## config.mk

```make
export PLATFORM = sky130hd
export DESIGN_NAME = mesh_job_scheduler_flat
export DESIGN_NICKNAME = d
export VERILOG_FILES = /design/src/rtl/mesh_job_scheduler_if.sv /design/src/rtl/mesh_job_scheduler.sv /design/src/flat_wrapper.sv
export SDC_FILE = /design/constraint.sdc
export NUM_CORES = 1
export LEC_CHECK = 0
export CELL_PAD_IN_SITES_DETAIL_PLACEMENT = 0
export CELL_PAD_IN_SITES_GLOBAL_PLACEMENT = 1
export CORE_MARGIN = 3
export CORE_UTILIZATION = 30
export CTS_CLUSTER_DIAMETER = 60
export DETAILED_ROUTE_END_ITERATION = 12
export PLACE_DENSITY_LB_ADDON = 0.15
export SYNTH_ARGS = -nofsm -noshare
export SYNTH_HDL_FRONTEND = slang
export SYNTH_SLANG_ARGS = --single-unit
```

## constraint.sdc

```tcl
create_clock -name clk -period 2.8 [get_ports clk]
set_clock_uncertainty 0.1 [all_clocks]
set_input_delay 0.56 -clock clk [delete_from_list [all_inputs] [get_ports clk]]
set_output_delay 0.56 -clock clk [all_outputs]
set_load 0.005 [all_outputs]
```

## src/rtl/mesh_job_scheduler_if.sv

```systemverilog
`default_nettype none
// ============================================================================
// Module      : mesh_job_scheduler_if
// Description : Handshake and bus bundle between the host/DMA side, the job
//               scheduler and the systolic mesh.
//               Host side  : job_valid/job_ready, w_valid/w_ready/w_data,
//                            res_valid/res_ready/res_data, busy
//               Mesh side  : mesh_start, mesh_pl_valid/addr/data, mesh_result
//               slave  modport = scheduler view, master modport = host/mesh view.
//               job_reuse exists only when MESH_SCHED_REUSE_EN is defined.
// Revision    : 1.0 - initial release
// ============================================================================
interface mesh_job_scheduler_if #(
    parameter int DW    = 8,
    parameter int ROWS  = 8,
    parameter int ROW_W = 3,
    parameter int COL_W = 5,
    parameter int ACC_W = 16
);
    logic                     job_valid;
    logic                     job_ready;
`ifdef MESH_SCHED_REUSE_EN
    logic                     job_reuse;
`endif
    logic                     w_valid;
    logic                     w_ready;
    logic [DW-1:0]            w_data;
    logic                     mesh_start;
    logic                     mesh_pl_valid;
    logic [ROW_W+COL_W-1:0]   mesh_pl_addr;
    logic [DW-1:0]            mesh_pl_data;
    logic [ROWS*ACC_W-1:0]    mesh_result;
    logic                     res_valid;
    logic                     res_ready;
    logic [ROWS*ACC_W-1:0]    res_data;
    logic                     busy;

    modport slave (
`ifdef MESH_SCHED_REUSE_EN
        input  job_reuse,
`endif
        input  job_valid,
        input  w_valid,
        input  w_data,
        input  mesh_result,
        input  res_ready,
        output job_ready,
        output w_ready,
        output mesh_start,
        output mesh_pl_valid,
        output mesh_pl_addr,
        output mesh_pl_data,
        output res_valid,
        output res_data,
        output busy
    );

    modport master (
`ifdef MESH_SCHED_REUSE_EN
        output job_reuse,
`endif
        output job_valid,
        output w_valid,
        output w_data,
        output mesh_result,
        output res_ready,
        input  job_ready,
        input  w_ready,
        input  mesh_start,
        input  mesh_pl_valid,
        input  mesh_pl_addr,
        input  mesh_pl_data,
        input  res_valid,
        input  res_data,
        input  busy
    );
endinterface
`default_nettype wire

```

## src/rtl/mesh_job_scheduler.sv

```systemverilog
`default_nettype none
// ============================================================================
// Module      : mesh_job_scheduler
// Description : Runs one matrix-vector job on the systolic mesh: streams a
//               ROWS x COLS weight tile into the preload port (row-major),
//               pulses mesh_start, waits RUN_CYCLES, then holds the captured
//               mesh result behind a valid/ready handshake.
// Ports       : clk, rst (synchronous, active high)
//               bus (mesh_job_scheduler_if.slave) - job, weight stream,
//               preload, start, result and busy signals.
// Option      : MESH_SCHED_REUSE_EN - adds job_reuse; a reuse job skips the
//               tile load when a full tile has been loaded since reset.
// Revision    : 1.0 - initial release
// ============================================================================
module mesh_job_scheduler #(
    parameter int DW         = 8,
    parameter int ROWS       = 8,
    parameter int COLS       = 32,
    parameter int ROW_W      = 3,
    parameter int COL_W      = 5,
    parameter int ACC_W      = 16,
    parameter int RUN_CYCLES = 40,
    parameter int RUN_W      = 6
) (
    input  wire logic              clk,
    input  wire logic              rst,
    mesh_job_scheduler_if.slave    bus
);

    localparam logic [ROW_W-1:0] ROW_LAST = ROW_W'(ROWS - 1);
    localparam logic [COL_W-1:0] COL_LAST = COL_W'(COLS - 1);
    localparam logic [RUN_W-1:0] RUN_LAST = RUN_W'(RUN_CYCLES - 1);

    typedef enum logic [2:0] {
        S_IDLE  = 3'd0,
        S_LOAD  = 3'd1,
        S_START = 3'd2,
        S_RUN   = 3'd3,
        S_DONE  = 3'd4
    } state_t;

    state_t                   state;
    logic [ROW_W-1:0]         row;
    logic [COL_W-1:0]         col;
    logic [RUN_W-1:0]         run_cnt;

    // Registered copies of every output; they are updated in the same
    // always_ff as the state so they always agree with it.
    logic                     job_ready_q;
    logic                     w_ready_q;
    logic                     start_q;
    logic                     pl_valid_q;
    logic [ROW_W+COL_W-1:0]   pl_addr_q;
    logic [DW-1:0]            pl_data_q;
    logic                     res_valid_q;
    logic [ROWS*ACC_W-1:0]    res_data_q;
    logic                     busy_q;
`ifdef MESH_SCHED_REUSE_EN
    logic                     loaded;
`endif

    always_ff @(posedge clk) begin
        if (rst) begin
            state       <= S_IDLE;
            row         <= '0;
            col         <= '0;
            run_cnt     <= '0;
            job_ready_q <= 1'b1;
            w_ready_q   <= 1'b0;
            start_q     <= 1'b0;
            pl_valid_q  <= 1'b0;
            pl_addr_q   <= '0;
            pl_data_q   <= '0;
            res_valid_q <= 1'b0;
            res_data_q  <= '0;
            busy_q      <= 1'b0;
`ifdef MESH_SCHED_REUSE_EN
            loaded      <= 1'b0;
`endif
        end else begin
            // Strobes default low; they are raised for exactly one cycle.
            start_q    <= 1'b0;
            pl_valid_q <= 1'b0;

            case (state)
                S_IDLE: begin
                    if (bus.job_valid) begin
                        row         <= '0;
                        col         <= '0;
                        job_ready_q <= 1'b0;
                        busy_q      <= 1'b1;
`ifdef MESH_SCHED_REUSE_EN
                        if (bus.job_reuse && loaded) begin
                            state <= S_START;
                        end else begin
                            state     <= S_LOAD;
                            w_ready_q <= 1'b1;
                        end
`else
                        state     <= S_LOAD;
                        w_ready_q <= 1'b1;
`endif
                    end
                end

                S_LOAD: begin
                    if (bus.w_valid && w_ready_q) begin
                        pl_valid_q <= 1'b1;
                        pl_addr_q  <= {row, col};
                        pl_data_q  <= bus.w_data;
                        if (col == COL_LAST) begin
                            col <= '0;
                            if (row == ROW_LAST) begin
                                // Last beat: the write appears next cycle,
                                // while START runs, so mesh_start trails it.
                                state     <= S_START;
                                w_ready_q <= 1'b0;
`ifdef MESH_SCHED_REUSE_EN
                                loaded    <= 1'b1;
`endif
                            end else begin
                                row <= row + 1'b1;
                            end
                        end else begin
                            col <= col + 1'b1;
                        end
                    end
                end

                S_START: begin
                    start_q <= 1'b1;
                    run_cnt <= '0;
                    state   <= S_RUN;
                end

                S_RUN: begin
                    // Counter is 0 in the mesh_start cycle, so the result is
                    // valid exactly RUN_CYCLES cycles after the pulse.
                    if (run_cnt == RUN_LAST) begin
                        res_data_q  <= bus.mesh_result;
                        res_valid_q <= 1'b1;
                        state       <= S_DONE;
                    end else begin
                        run_cnt <= run_cnt + 1'b1;
                    end
                end

                S_DONE: begin
                    if (bus.res_ready) begin
                        res_valid_q <= 1'b0;
                        job_ready_q <= 1'b1;
                        busy_q      <= 1'b0;
                        state       <= S_IDLE;
                    end
                end

                default: begin
                    state       <= S_IDLE;
                    job_ready_q <= 1'b1;
                    w_ready_q   <= 1'b0;
                    res_valid_q <= 1'b0;
                    busy_q      <= 1'b0;
                end
            endcase
        end
    end

    assign bus.job_ready     = job_ready_q;
    assign bus.w_ready       = w_ready_q;
    assign bus.mesh_start    = start_q;
    assign bus.mesh_pl_valid = pl_valid_q;
    assign bus.mesh_pl_addr  = pl_addr_q;
    assign bus.mesh_pl_data  = pl_data_q;
    assign bus.res_valid     = res_valid_q;
    assign bus.res_data      = res_data_q;
    assign bus.busy          = busy_q;

endmodule
`default_nettype wire

```

## src/flat_wrapper.sv

```systemverilog
// flat-port wrapper written by rule: the top's interface ports become plain ports
module mesh_job_scheduler_flat 
#(
    parameter int DW         = 8,
    parameter int ROWS       = 8,
    parameter int COLS       = 32,
    parameter int ROW_W      = 3,
    parameter int COL_W      = 5,
    parameter int ACC_W      = 16,
    parameter int RUN_CYCLES = 40,
    parameter int RUN_W      = 6
)
  (clk, rst, bus_job_valid, bus_w_valid, bus_w_data, bus_mesh_result, bus_res_ready, bus_job_ready, bus_w_ready, bus_mesh_start, bus_mesh_pl_valid, bus_mesh_pl_addr, bus_mesh_pl_data, bus_res_valid, bus_res_data, bus_busy);
  mesh_job_scheduler_if #(.DW(DW), .ROWS(ROWS), .ROW_W(ROW_W), .COL_W(COL_W), .ACC_W(ACC_W)) bus_i ();
  input  wire logic clk;
  input  wire logic rst;
  input wire logic [$bits(bus_i.job_valid)-1:0] bus_job_valid;
  input wire logic [$bits(bus_i.w_valid)-1:0] bus_w_valid;
  input wire logic [$bits(bus_i.w_data)-1:0] bus_w_data;
  input wire logic [$bits(bus_i.mesh_result)-1:0] bus_mesh_result;
  input wire logic [$bits(bus_i.res_ready)-1:0] bus_res_ready;
  output wire logic [$bits(bus_i.job_ready)-1:0] bus_job_ready;
  output wire logic [$bits(bus_i.w_ready)-1:0] bus_w_ready;
  output wire logic [$bits(bus_i.mesh_start)-1:0] bus_mesh_start;
  output wire logic [$bits(bus_i.mesh_pl_valid)-1:0] bus_mesh_pl_valid;
  output wire logic [$bits(bus_i.mesh_pl_addr)-1:0] bus_mesh_pl_addr;
  output wire logic [$bits(bus_i.mesh_pl_data)-1:0] bus_mesh_pl_data;
  output wire logic [$bits(bus_i.res_valid)-1:0] bus_res_valid;
  output wire logic [$bits(bus_i.res_data)-1:0] bus_res_data;
  output wire logic [$bits(bus_i.busy)-1:0] bus_busy;
  assign bus_i.job_valid = bus_job_valid;
  assign bus_i.w_valid = bus_w_valid;
  assign bus_i.w_data = bus_w_data;
  assign bus_i.mesh_result = bus_mesh_result;
  assign bus_i.res_ready = bus_res_ready;
  assign bus_job_ready = bus_i.job_ready;
  assign bus_w_ready = bus_i.w_ready;
  assign bus_mesh_start = bus_i.mesh_start;
  assign bus_mesh_pl_valid = bus_i.mesh_pl_valid;
  assign bus_mesh_pl_addr = bus_i.mesh_pl_addr;
  assign bus_mesh_pl_data = bus_i.mesh_pl_data;
  assign bus_res_valid = bus_i.res_valid;
  assign bus_res_data = bus_i.res_data;
  assign bus_busy = bus_i.busy;
  mesh_job_scheduler #(.DW(DW), .ROWS(ROWS), .COLS(COLS), .ROW_W(ROW_W), .COL_W(COL_W), .ACC_W(ACC_W), .RUN_CYCLES(RUN_CYCLES), .RUN_W(RUN_W)) u_core (.clk(clk), .rst(rst), .bus(bus_i));
endmodule
```

==> impl_summary.md, run 1 <==
Clocking
Buffers added to address setup during post-CTS repair amount to 0. For this design, the CTS-stage hold fixing added 0 buffers. CTS placed an instance of clkbuf_16 at the clock tree root. The tree built by TritonCTS fans out to 167 sinks. The maximum number of buffers from clock root to sink is 2. The post-cts gate resize count is 0. The number of levels in the clock H-tree is 4. The number of buffers created by CTS is 17. The clock-pin slew of the registers on the worst-case setup and hold paths is 0.06 ns. The clock tree from TritonCTS is built. The later pin in the worst-skew pair is clocked with a latency of 0.42 ns.

Pwr
For this design the ratio of total power to cell area is 526 nW/um2. The share of power burned in the clock network is 0.472. For this design the total switching power over the nets is 1.14 mW. The internal power summed over all cells is 4.03 mW. The sequential share of power is 0.465. VDD sags by at most 401 uV. The share of total power consumed by net switching is 0.220. For this design the static power due to leakage is 3.30 nW. The combinational share of power is 0.062.

Final layout
The net count of the finished layout is 1,172. From synthesis to final layout, the design area changed by 61.6%. The number of diodes is 0. The core utilization of the finished layout is 0.500. The ratio of cells with drive above 1 in the final layout is 0.0462.

Global route
For this run, global-route usage on met2 was measured as 0.279. The number of global-route vias before repair was 5,497. In the global route stage, met1 resource usage came out at 0.211. The highest-utilization routing layer at the global route stage is met2. The met3 usage in global routing is 0.0759.

In the global route stage, overall resource usage came out at 0.172. The final global-route overflow total is 0. The number of antenna violations at the first check in global routing came to 0. The first-pass GRT wire length is 30.3 mm. Entering global routing, the biggest net connects 80 pins.

Synthesis
After synthesis the netlist holds a flip-flop and latch count of 167. The number of enable-type register cells in the synthesized netlist is 0. The number of unique standard cell types used by synthesis is 45. The part of the Yosys area used for sequential elements is 0.550. The async set-or-reset flop fraction in the synthesized netlist is 0. The number of nets in the synthesized netlist is 905. For this run, the leading register cell type out of synthesis is dfxtp_1. The cell count after synthesis is 759. The number of warning messages in the yosys log is 0. The synthesized area per cell is 8.01 um2. The synthesized netlist occupies a cell area of 6080 um2.

Route
The routed length per placed instance is 14.9 um. The routed layout has 5,892 vias. The number of optimization iterations in the first detailed-route pass is 5. For this run, design rule violations remaining after detail routing come to 0.

The DRC marker count from the first detailed-route iteration is 223. The average via count per standard cell is 4.52. The remaining number of nets flagged by the antenna check after routing is 0. The total routed wirelength is 19.5 mm.

Worst setup path
STA puts the critical path data arrival time at 2.26 ns. Of all nets on the critical path, the largest fanout is 7. Traced cell by cell, the critical path runs through ha_1 > and3_1 > ha_1 > and3b_1 > nand3_1 > a311oi_1 > a2111oi_0.

The most used cell along the critical path is ha_1. On the worst path, the slowest cell contributes a delay of 0.37 ns. The kind of launch point of the worst setup path is a register.

STA puts the critical path data required time at 3.00 ns. STA classifies the critical path endpoint as a register. The critical path class is register to register. Among all stages on the critical path, the largest delay is contributed by a2111oi_0.

Hold path
The worst min-delay path category is register to register.

Die
The core footprint is 19,700 um2. The floorplan die area is 22,000 um2. The width of the die is 148 um. The boundary pin count is 291.

The height of the die is 148 um. After floorplanning, the core was divided into 51 placement rows. The initial utilization of the core area, before any placement, comes to 0.309.

Timing
At the pin with the least slew margin, the transition time is 0.711 ns. The number of hold violations in the final report came to 0. The setup TNS is 0 ns. The number of max-slew violations in the final report is 0.

The clock period minus worst slack is 2.06 ns. Setup repair after global routing left no endpoint under its margin. For this run, the top clock speed supported by timing is 486 MHz.

The total of endpoints with negative setup slack in the final report is 0. The max-slew headroom at the worst pin is 0.525. Dividing the final minimum period by the clock period gives 0.736. On the final layout, the worst hold slack is 0.353 ns.

Run status
The flow ran to the end, and the final reports show no timing, DRC or antenna violations.

Place
The weighted congestion reported at the end of routability-driven placement is 0.738. The HPWL after detailed placement is 13.4 mm. In this run the tool buffered the top-level ports with 290 buffer cells.

Flow run
The number of maximum-capacitance constraint violations is 0.
[metrics by stage]
step / power (mW) / instances / instance area [um2] / setup slack, ns
after floorplan: 2.54 / 759 / 6080 / 0.961
after global placement: 2.78 / 1272 / 9210 / 0.536
after detailed placement: 2.78 / 1272 / 9210 / 0.515
after CTS: 5.25 / 1304 / 9820 / 0.725
after global routing: 5.38 / 1304 / 9820 / 0.505
final: 5.17 / 1304 / 9820 / 0.741
[worst max-delay path: cells and delay by family (launching register included)]
| kind | cells | cell delay (ns) |
|---|---|---|
| DFF | 1 | 0.34 |
| adders and majority gates | 2 | 0.50 |
| AOI/OAI and AO/OA | 2 | 0.47 |
| and+or+nand+nor | 3 | 0.53 |
[synthesized netlist by cell type (all sizes together), types with 2 or more instances]
| library cell | number | area, um2 |
|---|---|---|
| a2111oi | 3 | 26.3 |
| a21oi | 149 | 746 |
| a22oi | 2 | 15.0 |
| a31oi | 6 | 37.5 |
| a32o | 2 | 20.0 |
| and2 | 2 | 15.0 |
| and3 | 4 | 25.0 |
| buf | 23 | 120 |
| clkbuf | 30 | 113 |
| dfxtp | 167 | 3340 |
| ha | 5 | 62.6 |
| inv | 4 | 15.0 |
| nand2 | 295 | 1110 |
| nand2b | 2 | 12.5 |
| nand3 | 6 | 30.0 |
| nand3b | 2 | 15.0 |
| nand4 | 2 | 12.5 |
| nor2 | 13 | 48.8 |
| nor2b | 4 | 25.0 |
| nor3 | 5 | 30.0 |
| nor4 | 2 | 12.5 |
| nor4b | 2 | 17.5 |
| o21ai | 8 | 40.0 |
| or4b | 3 | 30.0 |
| xnor2 | 2 | 17.5 |
[registers in the layout (all words and copies together) (netlist names)]
register and flops:
u_core.bus.mesh_start 1, u_core.bus.res_valid 1, u_core.row 3, u_core.bus.mesh_pl_valid 1, u_core.bus.res_data 128, u_core.bus.mesh_pl_addr 8
u_core.run_cnt 6, u_core.state 3, u_core.bus.job_ready 1, u_core.bus.busy 1, u_core.col 5, u_core.bus.w_ready 1
u_core.bus.mesh_pl_data 8
[final timing paths]
path	startpoint	end	slack, ns	cells after the start
worst max register to register	u_core.col[0]	u_core.state[1]	0.74	7
worst min-delay path	u_core.bus.res_data[69]	u_core.bus.res_data[69]	0.35	2
worst max-delay path	u_core.col[0]	u_core.state[1]	0.74	7
worst min register to register	u_core.bus.res_data[69]	u_core.bus.res_data[69]	0.35	2
[area by class of cell]
cell class	count	area, um2
fillers	1987	9830
flip-flops and latches	167	3340
repair buffers	301	3030
multi-input cells	535	2490
clock buffers	18	439
well taps	265	332
clock inverters	14	170
inverters	4	15.0
[power groups by stage]
stage | registers, mW | clock network (mW) | logic (mW)
floorplan | 2.45 | 0 | 0.0890
global placement | 2.46 | 0 | 0.325
detailed placement | 2.46 | 0 | 0.323
CTS | 2.40 | 2.53 | 0.326
global route | 2.40 | 2.62 | 0.350
finish | 2.40 | 2.44 | 0.323
[kinds of logic (layout without fill, tap and decap cells)]
group                      Yosys count  in the layout  share of synthesized area
AOI/OAI and AO/OA                  178            178                      0.156
xor gates and xnor gates             3              3                    0.00433
adders and majority gates            5              5                     0.0103
and+or+nand+nor                    349            349                      0.238
buffers and inverters               57            337                     0.0408
DFF                                167            167                      0.550
[cells in the final DEF (no fill, tap or decap), types with 2 or more instances in the layout]
cell               n
a2111oi_0          3
a21oi_1          149
a22oi_1            2
a31oi_1            6
a32o_1             2
and3_1             4
buf_12             4
buf_4              8
bufinv_16          3
clkbuf_16         17
clkdlybuf4s50_1  289
clkinv_2           4
clkinv_4           2
dfxtp_1          167
ha_1               5
inv_1              4
inv_6              4
nand2_1          295
nand2b_1           2
nand3_1            6
nand3b_1           2
nand4_1            2
nor2_1            13
nor2b_1            4
nor3_1             4
nor4_1             2
nor4b_1            2
o21ai_0            8
or4b_1             3
xnor2_1            2
[layer usage]
metal / vias to the layer above / share of wire
met5: - / 0
li1: 3039 / -
met4: 0 / 0.010
met3: 11 / 0.089
met2: 186 / 0.47
met1: 2656 / 0.43
Note: power is estimated with default switching activity, not from simulation.
==> run 2: changes to the inputs <==
--- a/config.mk
+++ b/config.mk
@@ -8,7 +8,7 @@
 export CELL_PAD_IN_SITES_DETAIL_PLACEMENT = 0
 export CELL_PAD_IN_SITES_GLOBAL_PLACEMENT = 1
 export CORE_MARGIN = 3
-export CORE_UTILIZATION = 30
+export CORE_UTILIZATION = 28
 export CTS_CLUSTER_DIAMETER = 60
 export DETAILED_ROUTE_END_ITERATION = 12
 export PLACE_DENSITY_LB_ADDON = 0.15
==> constraint.sdc (replaced) <==
create_clock -name clk -period 2 [get_ports clk]
set_clock_uncertainty 0.1 [all_clocks]
set_input_delay 0.4 -clock clk [delete_from_list [all_inputs] [get_ports clk]]
set_output_delay 0.4 -clock clk [all_outputs]
set_load 0.005 [all_outputs]
==> run 2 against run 1 <==
  * Sequential share of layout area down 0.68 points
  * Utilization shrank 2.6 points
  * Combinational power up 50%
  * Worst hold slack got worse by 0.085 ns
  * Wire length up 3.4%
  * Via count rose by 1.3%
  * Total power increased by 40%
  * Count of clock-buffer cells in the layout is the same
  * Critical endpoint is now bus_w_ready
  * Highest routed layer unchanged
==> impl_summary.md, run 2 (synthesis gave the netlist of run 1 again) <==
Run status
The run finished with clean final reports.

Clocking
Once the clock tree was built, the setup fixing pass inserted 0 buffers. The clock drives 167 sinks. The clock-pin slew of the registers on the worst-case setup and hold paths is 0.07 ns. The clock passes through at most 2 buffers. The clock latency of the later-clocked register in the worst-skew pair is 0.42 ns. TritonCTS built the clock tree. The number of buffers created by CTS is 17.

The clock root buffer is clkbuf_16. The H-tree generated during clock tree synthesis spans 4 levels.

Route
For this run, the detailed router's first-pass iteration total came to 4. The routed length per placed instance is 15.1 um. For this block, wires on met1 add up to 8.73 mm. After detailed routing, the total wire length is 20.1 mm. The routed design uses 9.67 mm of met2 wire. The remaining number of nets flagged by the antenna check after routing is 0. Summed over all nets, wire length on met3 after detailed routing comes to 1.40 mm. Dividing the detail-routed via count by the number of cells gives 4.48. The DRC marker count from the first detailed-route iteration is 222. The final route contains 5,968 vias. The number of DRC violations after detailed routing is 0. The highest signal layer in the routed design is met4.

Place
The HPWL after detailed placement is 14.0 mm. After detailed placement, the total cell area comes to 9410 um2. The number of placed instances, taps included, is 1,300. At the end of routability-driven placement, the weighted congestion stood at 0.741. In this run the tool buffered the top-level ports with 290 buffer cells.

Worst setup path
The buffers plus inverters on the worst setup path is 1. On the critical path the largest part of the delay comes from buffers and inverters. In this run the number of cells on the critical path is 1. The startpoint of the worst-slack reg-to-reg timing path is u_core.col[0]. The sort of element at the end of the critical path is an output port.

The worst setup path endpoint is bus_w_ready. The capture point of the worst reg-to-reg path is u_core.col[2]. The critical path goes through clkdlybuf4s50_1. For the worst setup path, the data arrival time is 1.39 ns. Setup slack on the worst reg-to-reg path comes out at 0.11 ns. Data on the critical path is required at its endpoint by 1.50 ns. The biggest cell delay along the critical path is 0.55 ns.

For this design, the slowest cell found on the critical path is clkdlybuf4s50_1. The kind of launch point of the worst setup path is a register. In this run the worst setup path begins at u_core.bus.w_ready. The worst-path maximum fanout is 6. The number of cells on the worst reg-to-reg path is 6.

By startpoint and endpoint, the worst setup path is classified as register to output port.

Die
291 I/O pins were placed. The width of the die is 153 um. After floorplanning, the core was sized to cover 21,200 um2. The height of the die is 153 um. The floorplan step defined a die boundary enclosing 23,500 um2.

The initial cell density of the core is 0.287. The number of standard-cell rows in the floorplan is 53.

Final layout
The flip-flop count of the largest register after layout is 128. Relative to the synthesized area, the layout overhead comes to 64.9%. Fill cells in the final layout number 2,111. For this run, the number of standard cells in the final layout without fillers is 1,331.

In the layout the commonest cells are nand2_1 (295), clkdlybuf4s50_1 (289), dfxtp_1 (167). The ratio of cells with drive above 1 in the final layout is 0.0634. The finished cells cover 10,000 um2.

In the final layout, flip-flops and latches occupy 3340 um2. The multi-input logic area is 2500 um2. The number of antenna diodes in the final layout is 0. In the final design database the tool counted 1,190 nets. The most frequent standard cell in the layout excluding fill and tap cells is nand2_1.

Timing
The clock period minus worst slack is 1.89 ns. Setup repair after global routing left no endpoint under its margin. The number of hold violations in the final report is 0. The total of endpoints with negative setup slack in the final report is 0.

Dividing the final minimum period by the clock period gives 0.947. On the final layout, the worst hold slack is 0.268 ns. In this run the tightest slew margin relative to its limit is 0.595.

The number of max-slew violations in the final report is 0. Summed over all failing endpoints, the final setup total negative slack is 0 ns. The slew at the pin with the worst max-slew slack is 0.602 ns.

Derived from the worst setup path, the maximum achievable clock frequency is 528 MHz.

Flow run
Max-cap violations in this run came to 0.

Global route
The number of antenna violations at the first check in global routing is 0. Across every metal layer, demand over resource in global routing totals 0.166. The first-pass GRT wire length is 31.6 mm. The total overflow left after global routing is 0. The number of global-route vias before repair is 5,667. The largest net degree at the start of global routing is 80.

Pwr
The share of total power dissipated in sequential elements is 0.465. The share of power burned in the clock network is 0.468. Summed over all nets, the switching power comes to 1.60 mW.

The share of total power consumed by net switching is 0.221. The leakage power total is 3.38 nW. VDD sags by at most 530 uV.

For this design the ratio of total power to cell area is 721 nW/um2. Of the total power, combinational logic draws 0.067. The internal portion of the total power is 5.63 mW.

Hold path
The worst min-delay path category is input port to register.
## run 2: changes by cell type in the layout (fill, tap and decap cells not counted), moves of 2 or more
cell        before  now
a21oi_1        149  147
a21oi_2          0    2
buf_12           4    8
buf_4            8   22
clkinv_2         4    1
clkinvlp_4       1    4
## run 2: worst min path at each step
stage	end	slack [ns]	cells past startpoint	start
6_report	u_core.state[2]	0.27	2	rst
5_1_grt	u_core.state[2]	0.26	2	rst
4_1_cts	u_core.state[2]	0.25	2	rst
3_5_place_dp	u_core.bus.res_data[121]	0.35	2	u_core.bus.res_data[121]
3_3_place_gp	u_core.bus.res_data[93]	0.34	2	u_core.bus.res_data[93]
2_1_floorplan	u_core.bus.mesh_pl_addr[3]	0.35	2	u_core.col[3]
## run 2: power by group through the flow
stage	Combinational [mW]	Sequential, mW	Clock [mW]
2_1_floorplan	0.125	3.43	0
3_3_place_gp	0.485	3.43	0
3_5_place_dp	0.482	3.43	0
4_1_cts	0.487	3.36	3.50
5_1_grt	0.523	3.36	3.66
6_report	0.485	3.36	3.38
## run 2: cell type report
type,instances,share of cell area
flip-flops and latches,167,0.334
repair buffers,319,0.321
multi-input cells,535,0.250
clock buffers,18,0.0428
well taps,275,0.0343
clock inverters,13,0.0169
inverters,4,0.00150
## run 2: per-layer routing
metal  global-route usage  vias to the layer above
met3               0.0583                       19
met2                0.275                      161
met1                0.205                     2708
met4               0.0458                        0
met5                    0                        -
li1                     -                     3080
## run 2: worst register-to-register path, stage by stage (launching register included)
cell and delay (ns):
dfxtp_1 0.31, ha_1 0.21, and3_1 0.18, ha_1 0.23, buf_4 0.16, or4b_1 0.51
a21oi_2 0.12
## run 2: repair_timing
item,4_1_cts,5_1_grt
hold buffers,0,0
gates resized for setup,0,4
setup endpoints to repair,0,4
endpoints found under the hold margin,0,0
## run 2: through the flow
step | util | power (mW) | setup WS (ns)
after floorplan | - | 3.55 | 0.161
after global placement | 0.445 | 3.92 | -0.0582
after detailed placement | 0.445 | 3.92 | -0.0645
after CTS | 0.473 | 7.34 | 0.0677
after global routing | 0.474 | 7.54 | 0.0275
final | 0.474 | 7.23 | 0.107
==> run 3: changes to the inputs <==
--- a/config.mk
+++ b/config.mk
@@ -5,6 +5,7 @@
 export SDC_FILE = /design/constraint.sdc
 export NUM_CORES = 1
 export LEC_CHECK = 0
+export CAP_MARGIN = 30
 export CELL_PAD_IN_SITES_DETAIL_PLACEMENT = 0
 export CELL_PAD_IN_SITES_GLOBAL_PLACEMENT = 1
 export CORE_MARGIN = 3
==> results of run 3 <==
The final DEF is identical to that of run 2; final timing and power are the same.
